==> config.mk <==
export PLATFORM = sky130hd
export DESIGN_NAME = alu_op_sched_flat
export DESIGN_NICKNAME = d
export VERILOG_FILES = /design/src/rtl/alu_pkg.sv /design/src/rtl/alu_op_sched_if.sv /design/src/rtl/rr_arb2.sv /design/src/rtl/alu_op_sched.sv /design/src/flat_wrapper.sv
export SDC_FILE = /design/constraint.sdc
export NUM_CORES = 1
export LEC_CHECK = 0
export CAP_MARGIN = 20
export CORE_ASPECT_RATIO = 1.75
export CORE_MARGIN = 8
export CORE_UTILIZATION = 42
export DETAILED_ROUTE_END_ITERATION = 16
export PLACE_DENSITY = 0.87
export SETUP_SLACK_MARGIN = 0.1
export SLEW_MARGIN = 30
export SYNTH_ARGS = -nofsm -noshare
export SYNTH_HDL_FRONTEND = slang
export SYNTH_SLANG_ARGS = --single-unit
export TNS_END_PERCENT = 10
==> constraint.sdc <==
create_clock -name clk -period 3.12 [get_ports clk]
set_clock_uncertainty 0.2 [all_clocks]
set_input_delay 0.936 -clock clk [delete_from_list [all_inputs] [get_ports clk]]
set_output_delay 0.936 -clock clk [all_outputs]
set_load 0.03 [all_outputs]
==> src/rtl/alu_pkg.sv <==
// Shared constants for the ALU operation scheduler: operand width, opcode map and FSM encoding.
package alu_pkg;

  localparam int ALU_W = 16;

  localparam logic [2:0] OP_NOT     = 3'b000;
  localparam logic [2:0] OP_AND     = 3'b001;
  localparam logic [2:0] OP_OR      = 3'b010;
  localparam logic [2:0] OP_XOR     = 3'b011;
  localparam logic [2:0] OP_ADD     = 3'b100;
  localparam logic [2:0] OP_SUB     = 3'b101;
  localparam logic [2:0] OP_SHL     = 3'b110;
  localparam logic [2:0] OP_ILLEGAL = 3'b111;

  typedef enum logic [1:0] {
    ST_IDLE  = 2'd0,
    ST_ISSUE = 2'd1,
    ST_WAIT  = 2'd2,
    ST_RESP  = 2'd3
  } state_t;

endpackage

==> src/rtl/alu_op_sched_if.sv <==
// Request, ALU and response bundle of the scheduler; rsp_flags exists only with ALU_STATUS_FLAGS_EN.
interface alu_op_sched_if
  import alu_pkg::*;
#(
  parameter int WIDTH = ALU_W
);
  logic [1:0]         req_valid;
  logic [1:0]         req_ready;
  logic [5:0]         req_op;
  logic [2*WIDTH-1:0] req_a;
  logic [2*WIDTH-1:0] req_b;

  logic               alu_start;
  logic [2:0]         alu_op;
  logic [WIDTH-1:0]   alu_a;
  logic [WIDTH-1:0]   alu_b;
  logic [WIDTH-1:0]   alu_result;

  logic               rsp_valid;
  logic               rsp_ready;
  logic               rsp_id;
  logic [WIDTH-1:0]   rsp_data;
  logic               rsp_err;
`ifdef ALU_STATUS_FLAGS_EN
  logic [1:0]         rsp_flags;
`endif

  // Scheduler side
  modport slave (
`ifdef ALU_STATUS_FLAGS_EN
    output rsp_flags,
`endif
    input  req_valid, req_op, req_a, req_b, alu_result, rsp_ready,
    output req_ready, alu_start, alu_op, alu_a, alu_b,
    output rsp_valid, rsp_id, rsp_data, rsp_err
  );

  // Requesters, ALU and response consumer side
  modport master (
`ifdef ALU_STATUS_FLAGS_EN
    input  rsp_flags,
`endif
    output req_valid, req_op, req_a, req_b, alu_result, rsp_ready,
    input  req_ready, alu_start, alu_op, alu_a, alu_b,
    input  rsp_valid, rsp_id, rsp_data, rsp_err
  );

endinterface

==> src/rtl/rr_arb2.sv <==
// Two-input round-robin arbiter: on a tie the requester not granted last wins; history moves only on advance.
module rr_arb2 (
  input  logic       clk,
  input  logic       rst_n,
  input  logic [1:0] valid,
  input  logic       advance,
  output logic [1:0] grant
);

  logic last_grant_reg;

  always_comb begin
    grant = valid;
    if (valid == 2'b11) begin
      grant = last_grant_reg ? 2'b01 : 2'b10;
    end
  end

  always_ff @(posedge clk or negedge rst_n) begin
    if (!rst_n) begin
      last_grant_reg <= 1'b1;
    end else if (advance) begin
      last_grant_reg <= grant[1];
    end
  end

endmodule

==> src/rtl/alu_op_sched.sv <==
// Two-requester ALU command scheduler: arbitrate, issue, wait LATENCY cycles, return the result.
// Optional build macro ALU_STATUS_FLAGS_EN adds rsp_flags = {neg, zero} captured with the result.
module alu_op_sched
  import alu_pkg::*;
#(
  parameter int WIDTH   = ALU_W,
  parameter int LATENCY = 2
)(
  input  logic          clk,
  input  logic          rst_n,
  alu_op_sched_if.slave bus
);

  localparam logic [3:0] LAT_LOAD = 4'(LATENCY);

  state_t           state_reg, state_next;
  logic [1:0]       grant;
  logic             advance;
  logic             sel;
  logic             sel_illegal;
  logic [3:0]       cnt_reg;
  logic [2:0]       op_reg;
  logic [WIDTH-1:0] a_reg, b_reg, data_reg;
  logic             id_reg, err_reg;

  logic [2:0]       op_arr [2];
  logic [WIDTH-1:0] a_arr  [2];
  logic [WIDTH-1:0] b_arr  [2];

  genvar gi;
  generate
    for (gi = 0; gi < 2; gi++) begin : g_slice
      assign op_arr[gi] = bus.req_op[3*gi +: 3];
      assign a_arr[gi]  = bus.req_a[WIDTH*gi +: WIDTH];
      assign b_arr[gi]  = bus.req_b[WIDTH*gi +: WIDTH];
    end
  endgenerate

  // Any valid requester yields a grant, so a nonzero grant in IDLE is the handshake.
  assign advance     = (state_reg == ST_IDLE) && (grant != 2'b00);
  assign sel         = grant[1];
  assign sel_illegal = (op_arr[sel] == OP_ILLEGAL);

  rr_arb2 u_arb (
    .clk     (clk),
    .rst_n   (rst_n),
    .valid   (bus.req_valid),
    .advance (advance),
    .grant   (grant)
  );

  always_ff @(posedge clk or negedge rst_n) begin
    if (!rst_n) begin
      state_reg <= ST_IDLE;
    end else begin
      state_reg <= state_next;
    end
  end

  always_comb begin
    state_next = state_reg;
    case (state_reg)
      ST_IDLE:  if (advance) state_next = sel_illegal ? ST_RESP : ST_ISSUE;
      ST_ISSUE: state_next = ST_WAIT;
      ST_WAIT:  if (cnt_reg == 4'd1) state_next = ST_RESP;
      ST_RESP:  if (bus.rsp_ready) state_next = ST_IDLE;
      default:  state_next = ST_IDLE;
    endcase
  end

  assign bus.req_ready = (state_reg == ST_IDLE) ? grant : 2'b00;
  assign bus.alu_start = (state_reg == ST_ISSUE);
  assign bus.rsp_valid = (state_reg == ST_RESP);
  assign bus.alu_op    = op_reg;
  assign bus.alu_a     = a_reg;
  assign bus.alu_b     = b_reg;
  assign bus.rsp_id    = id_reg;
  assign bus.rsp_data  = data_reg;
  assign bus.rsp_err   = err_reg;

  always_ff @(posedge clk or negedge rst_n) begin
    if (!rst_n) begin
      cnt_reg  <= '0;
      op_reg   <= '0;
      a_reg    <= '0;
      b_reg    <= '0;
      id_reg   <= 1'b0;
      err_reg  <= 1'b0;
      data_reg <= '0;
    end else begin
      case (state_reg)
        ST_IDLE: begin
          if (advance) begin
            op_reg   <= op_arr[sel];
            a_reg    <= a_arr[sel];
            b_reg    <= b_arr[sel];
            id_reg   <= sel;
            err_reg  <= sel_illegal;
            data_reg <= '0;
          end
        end
        ST_ISSUE: cnt_reg <= LAT_LOAD;
        ST_WAIT: begin
          cnt_reg <= cnt_reg - 4'd1;
          if (cnt_reg == 4'd1) begin
            data_reg <= bus.alu_result;
          end
        end
        default: ;
      endcase
    end
  end

`ifdef ALU_STATUS_FLAGS_EN
  logic [1:0] flags_reg;

  assign bus.rsp_flags = flags_reg;

  always_ff @(posedge clk or negedge rst_n) begin
    if (!rst_n) begin
      flags_reg <= 2'b00;
    end else if (advance) begin
      flags_reg <= 2'b00;
    end else if (state_reg == ST_WAIT && cnt_reg == 4'd1) begin
      flags_reg <= {bus.alu_result[WIDTH-1], bus.alu_result == '0};
    end
  end
`endif

endmodule
==> src/flat_wrapper.sv <==
// flat-port wrapper written by rule: the top's interface ports become plain ports
module alu_op_sched_flat import alu_pkg::*;
#(
  parameter int WIDTH   = ALU_W,
  parameter int LATENCY = 2
)
  (clk, rst_n, bus_req_valid, bus_req_op, bus_req_a, bus_req_b, bus_alu_result, bus_rsp_ready, bus_req_ready, bus_alu_start, bus_alu_op, bus_alu_a, bus_alu_b, bus_rsp_valid, bus_rsp_id, bus_rsp_data, bus_rsp_err);
  alu_op_sched_if #(.WIDTH(WIDTH)) bus_i ();
  input  logic clk;
  input  logic rst_n;
  input wire logic [$bits(bus_i.req_valid)-1:0] bus_req_valid;
  input wire logic [$bits(bus_i.req_op)-1:0] bus_req_op;
  input wire logic [$bits(bus_i.req_a)-1:0] bus_req_a;
  input wire logic [$bits(bus_i.req_b)-1:0] bus_req_b;
  input wire logic [$bits(bus_i.alu_result)-1:0] bus_alu_result;
  input wire logic [$bits(bus_i.rsp_ready)-1:0] bus_rsp_ready;
  output wire logic [$bits(bus_i.req_ready)-1:0] bus_req_ready;
  output wire logic [$bits(bus_i.alu_start)-1:0] bus_alu_start;
  output wire logic [$bits(bus_i.alu_op)-1:0] bus_alu_op;
  output wire logic [$bits(bus_i.alu_a)-1:0] bus_alu_a;
  output wire logic [$bits(bus_i.alu_b)-1:0] bus_alu_b;
  output wire logic [$bits(bus_i.rsp_valid)-1:0] bus_rsp_valid;
  output wire logic [$bits(bus_i.rsp_id)-1:0] bus_rsp_id;
  output wire logic [$bits(bus_i.rsp_data)-1:0] bus_rsp_data;
  output wire logic [$bits(bus_i.rsp_err)-1:0] bus_rsp_err;
  assign bus_i.req_valid = bus_req_valid;
  assign bus_i.req_op = bus_req_op;
  assign bus_i.req_a = bus_req_a;
  assign bus_i.req_b = bus_req_b;
  assign bus_i.alu_result = bus_alu_result;
  assign bus_i.rsp_ready = bus_rsp_ready;
  assign bus_req_ready = bus_i.req_ready;
  assign bus_alu_start = bus_i.alu_start;
  assign bus_alu_op = bus_i.alu_op;
  assign bus_alu_a = bus_i.alu_a;
  assign bus_alu_b = bus_i.alu_b;
  assign bus_rsp_valid = bus_i.rsp_valid;
  assign bus_rsp_id = bus_i.rsp_id;
  assign bus_rsp_data = bus_i.rsp_data;
  assign bus_rsp_err = bus_i.rsp_err;
  alu_op_sched #(.WIDTH(WIDTH), .LATENCY(LATENCY)) u_core (.clk(clk), .rst_n(rst_n), .bus(bus_i));
endmodule
==> flow_summary.ini <==
[die]
die_area_mm2 = 0.00938
die_width_um = 76.7
coreArea_mm2 = 0.00639
rows = 39
die_h_um = 122
io_pins = 148
start_util = 0.424

[run]
maxCapViolations = 0

[critical_path]
cp.arrival_ns = 1.68
crit_path_start = bus_req_valid[0]
worstSetupPathType = in -> out
worstPathRequired_ns = 1.98
worstSetupStartpointType = input pin
rrSetupSlack_ns = 0.80
rr_startpoint = u_core.state_reg[0]
rr_worst_depth = 6
crit_fanout = 3
cp-endpoint = bus_req_ready[1]
end_kind = output port
r2r_end = u_core.state_reg[1]

[finish]
seq_area_mm2 = 0.00150
drive_above_1_share = 0.0850
final_cell_mix = 142 x clkdlybuf4s50_1, 59 x dfrtp_1, 40 x nand2_1, 40 x o21ai_0, 36 x mux2i_1
fin_nets = 492
syn_to_final_growth_pct = 70.2
post-route-util = 0.721
diodes = 0
multiInputGateArea_mm2 = 0.00114
fin_cells = 482
final_common_cell = clkdlybuf4s50_1
num-fill-cells = 459

[global_route]
grt_usage = 0.178
grt_max_degree = 73
grt.overflow.total = 0
antenna_found_initial = 0
grt_pass1_vias = 2604
grt_pass1_wl_um = 13200

[clock_network]
cts_sinks = 60
cts_max_level = 3
cts_setup_buffers = 0
cts_tree = yes
ctsHoldBuffers = 0
cts_made_buffers = 9
clock_path_buffers = 2
cts.clk_slew.worst_paths_ns = 0.05
cts_resized = 4
clock_tree.root_cell = clkbuf_16
clock_latency_ns = 0.32

[timing]
max_freq_mhz = 356
layout_min_cycle_time_ns = 2.81
finalHoldViolCount = 0
rsz0062_at_grt = false
tightest_slew_ns = 0.686
slew_headroom = 0.542
setup_viol = 0
layout_worst_path_cycle_share = 0.901
finalMaxSlewViolations = 0
finalSetupTns_ns = 0

[placed_design]
portBuffers = 147
hpwl_um = 6420
gp_congestion = 0.754
placed_cells = 466

[power_and_ir_drop]
power.internal_mw = 2.54
switching_share = 0.405
p_sw_mw = 1.73
power.density_mw_per_mm2 = 928
vdd_ir_drop_max_uv = 706
p_seq_frac = 0.288
pwr-share-clk = 0.228
combPwrFrac = 0.484
p_leak_nw = 2.05

[detailed_routing]
drc = 0
ant_nets = 0
num_vias = 2397
wl_um = 8350
via_per_inst = 4.97
initialDrtViolationCount = 113
drtPass1Iterations = 4
wl_per_cell_um = 17.3

[synth]
yosysSeqAreaShare = 0.555
synth_fp_nets = 342
ys_seq_elements = 60
yosysUniqueCellTypes = 29
ys_warn_count = 0
synth_area_per_cell_um2 = 11.1
netlist_area_mm2 = 0.00271
syn_inst = 245

[run_status]
outcome = complete, no violations

[min_path]
hp-class = reg -> reg
how the worst min path moves through the flow:
stage                                    start  slack, ns                   end  cells after the start
after floorplan              u_core.cnt_reg[2]       0.28     u_core.cnt_reg[2]                      1
after global placement    u_core.bus.alu_op[2]       0.26  u_core.bus.alu_op[2]                      2
after detailed placement   u_core.bus.alu_a[6]       0.27   u_core.bus.alu_a[6]                      2
after CTS                 u_core.bus.alu_a[10]       0.28  u_core.bus.alu_a[10]                      2
after global routing      u_core.bus.alu_a[15]       0.31  u_core.bus.alu_a[15]                      2
final                      u_core.bus.alu_b[1]       0.28   u_core.bus.alu_b[1]                      2
worst max-delay path, stage by stage:
cell and delay, ns:
dlygate4sd2_1 0.29, a21boi_4 0.17, and2_4 0.16, buf_6 0.12
per-stage QoR:
stage	worst slack (ns)	hold WS (ns)	cell area, µm²	power, mW
2_1_floorplan	0.346	0.281	2710	2.44
3_3_place_gp	0.0741	0.262	4290	3.24
3_5_place_dp	0.0478	0.269	4290	3.31
4_1_cts	0.0890	0.283	4600	4.32
5_1_grt	0.207	0.307	4610	4.52
6_report	0.309	0.276	4610	4.28
cell usage after synthesis:
library cell,number,share of area
and2_1,1,0.0023
nor3_2,1,0.0037
buf_6,1,0.0042
nand3_1,3,0.0055
mux2i_1,36,0.13
dfstp_2,1,0.0097
a21o_1,1,0.0028
nor2_1,4,0.0055
a211oi_1,1,0.0028
nor3_1,1,0.0018
clkbuf_1,7,0.0097
nor3b_1,1,0.0028
o21bai_1,1,0.0028
ha_1,6,0.028
o21ai_1,1,0.0018
a21oi_1,2,0.0037
inv_1,8,0.011
mux2_2,1,0.0042
buf_4,3,0.0083
nand2_1,40,0.055
or3b_4,1,0.0042
buf_2,3,0.0055
dfrtp_1,59,0.55
o21ai_0,40,0.074
a21boi_0,1,0.0028
a211o_4,1,0.0065
a31oi_1,2,0.0046
a221o_1,1,0.0037
a22o_1,17,0.055
per-layer routing:
layer | global-route usage | vias to the layer above | share of wire
li1 | - | 1162 | -
met1 | 0.180 | 1121 | 0.38
met2 | 0.316 | 106 | 0.53
met3 | 0.0733 | 8 | 0.081
met4 | 0.0751 | 0 | 0.015
met5 | 0 | - | 0
kinds of logic after synthesis:
| family | synth area share |
|---|---|
| AOI/OAI and AO/OA | 0.160 |
| DFF | 0.555 |
| and+or+nand+nor | 0.0813 |
| muxes | 0.137 |
| buffers and inverters | 0.0388 |
| adders and majority gates | 0.0277 |
power by group through the flow:
stage	combinational (mW)	sequential (mW)	clock (mW)
floorplan	0.725	1.71	0
global placement	2.02	1.23	0
detailed placement	2.07	1.24	0
CTS	2.09	1.24	0.997
global route	2.22	1.27	1.03
finish	2.07	1.23	0.976
cell type report:
type                            count  area share
Clock buffer                        9      0.0489
Clock inverter                      7      0.0166
Inverter                            8     0.00651
Multi-Input combinational cell    163       0.246
Sequential cell                    60       0.326
Tap cell                           82      0.0223
Timing Repair Buffer              153       0.333
Power figures use the tool's default switching activity.
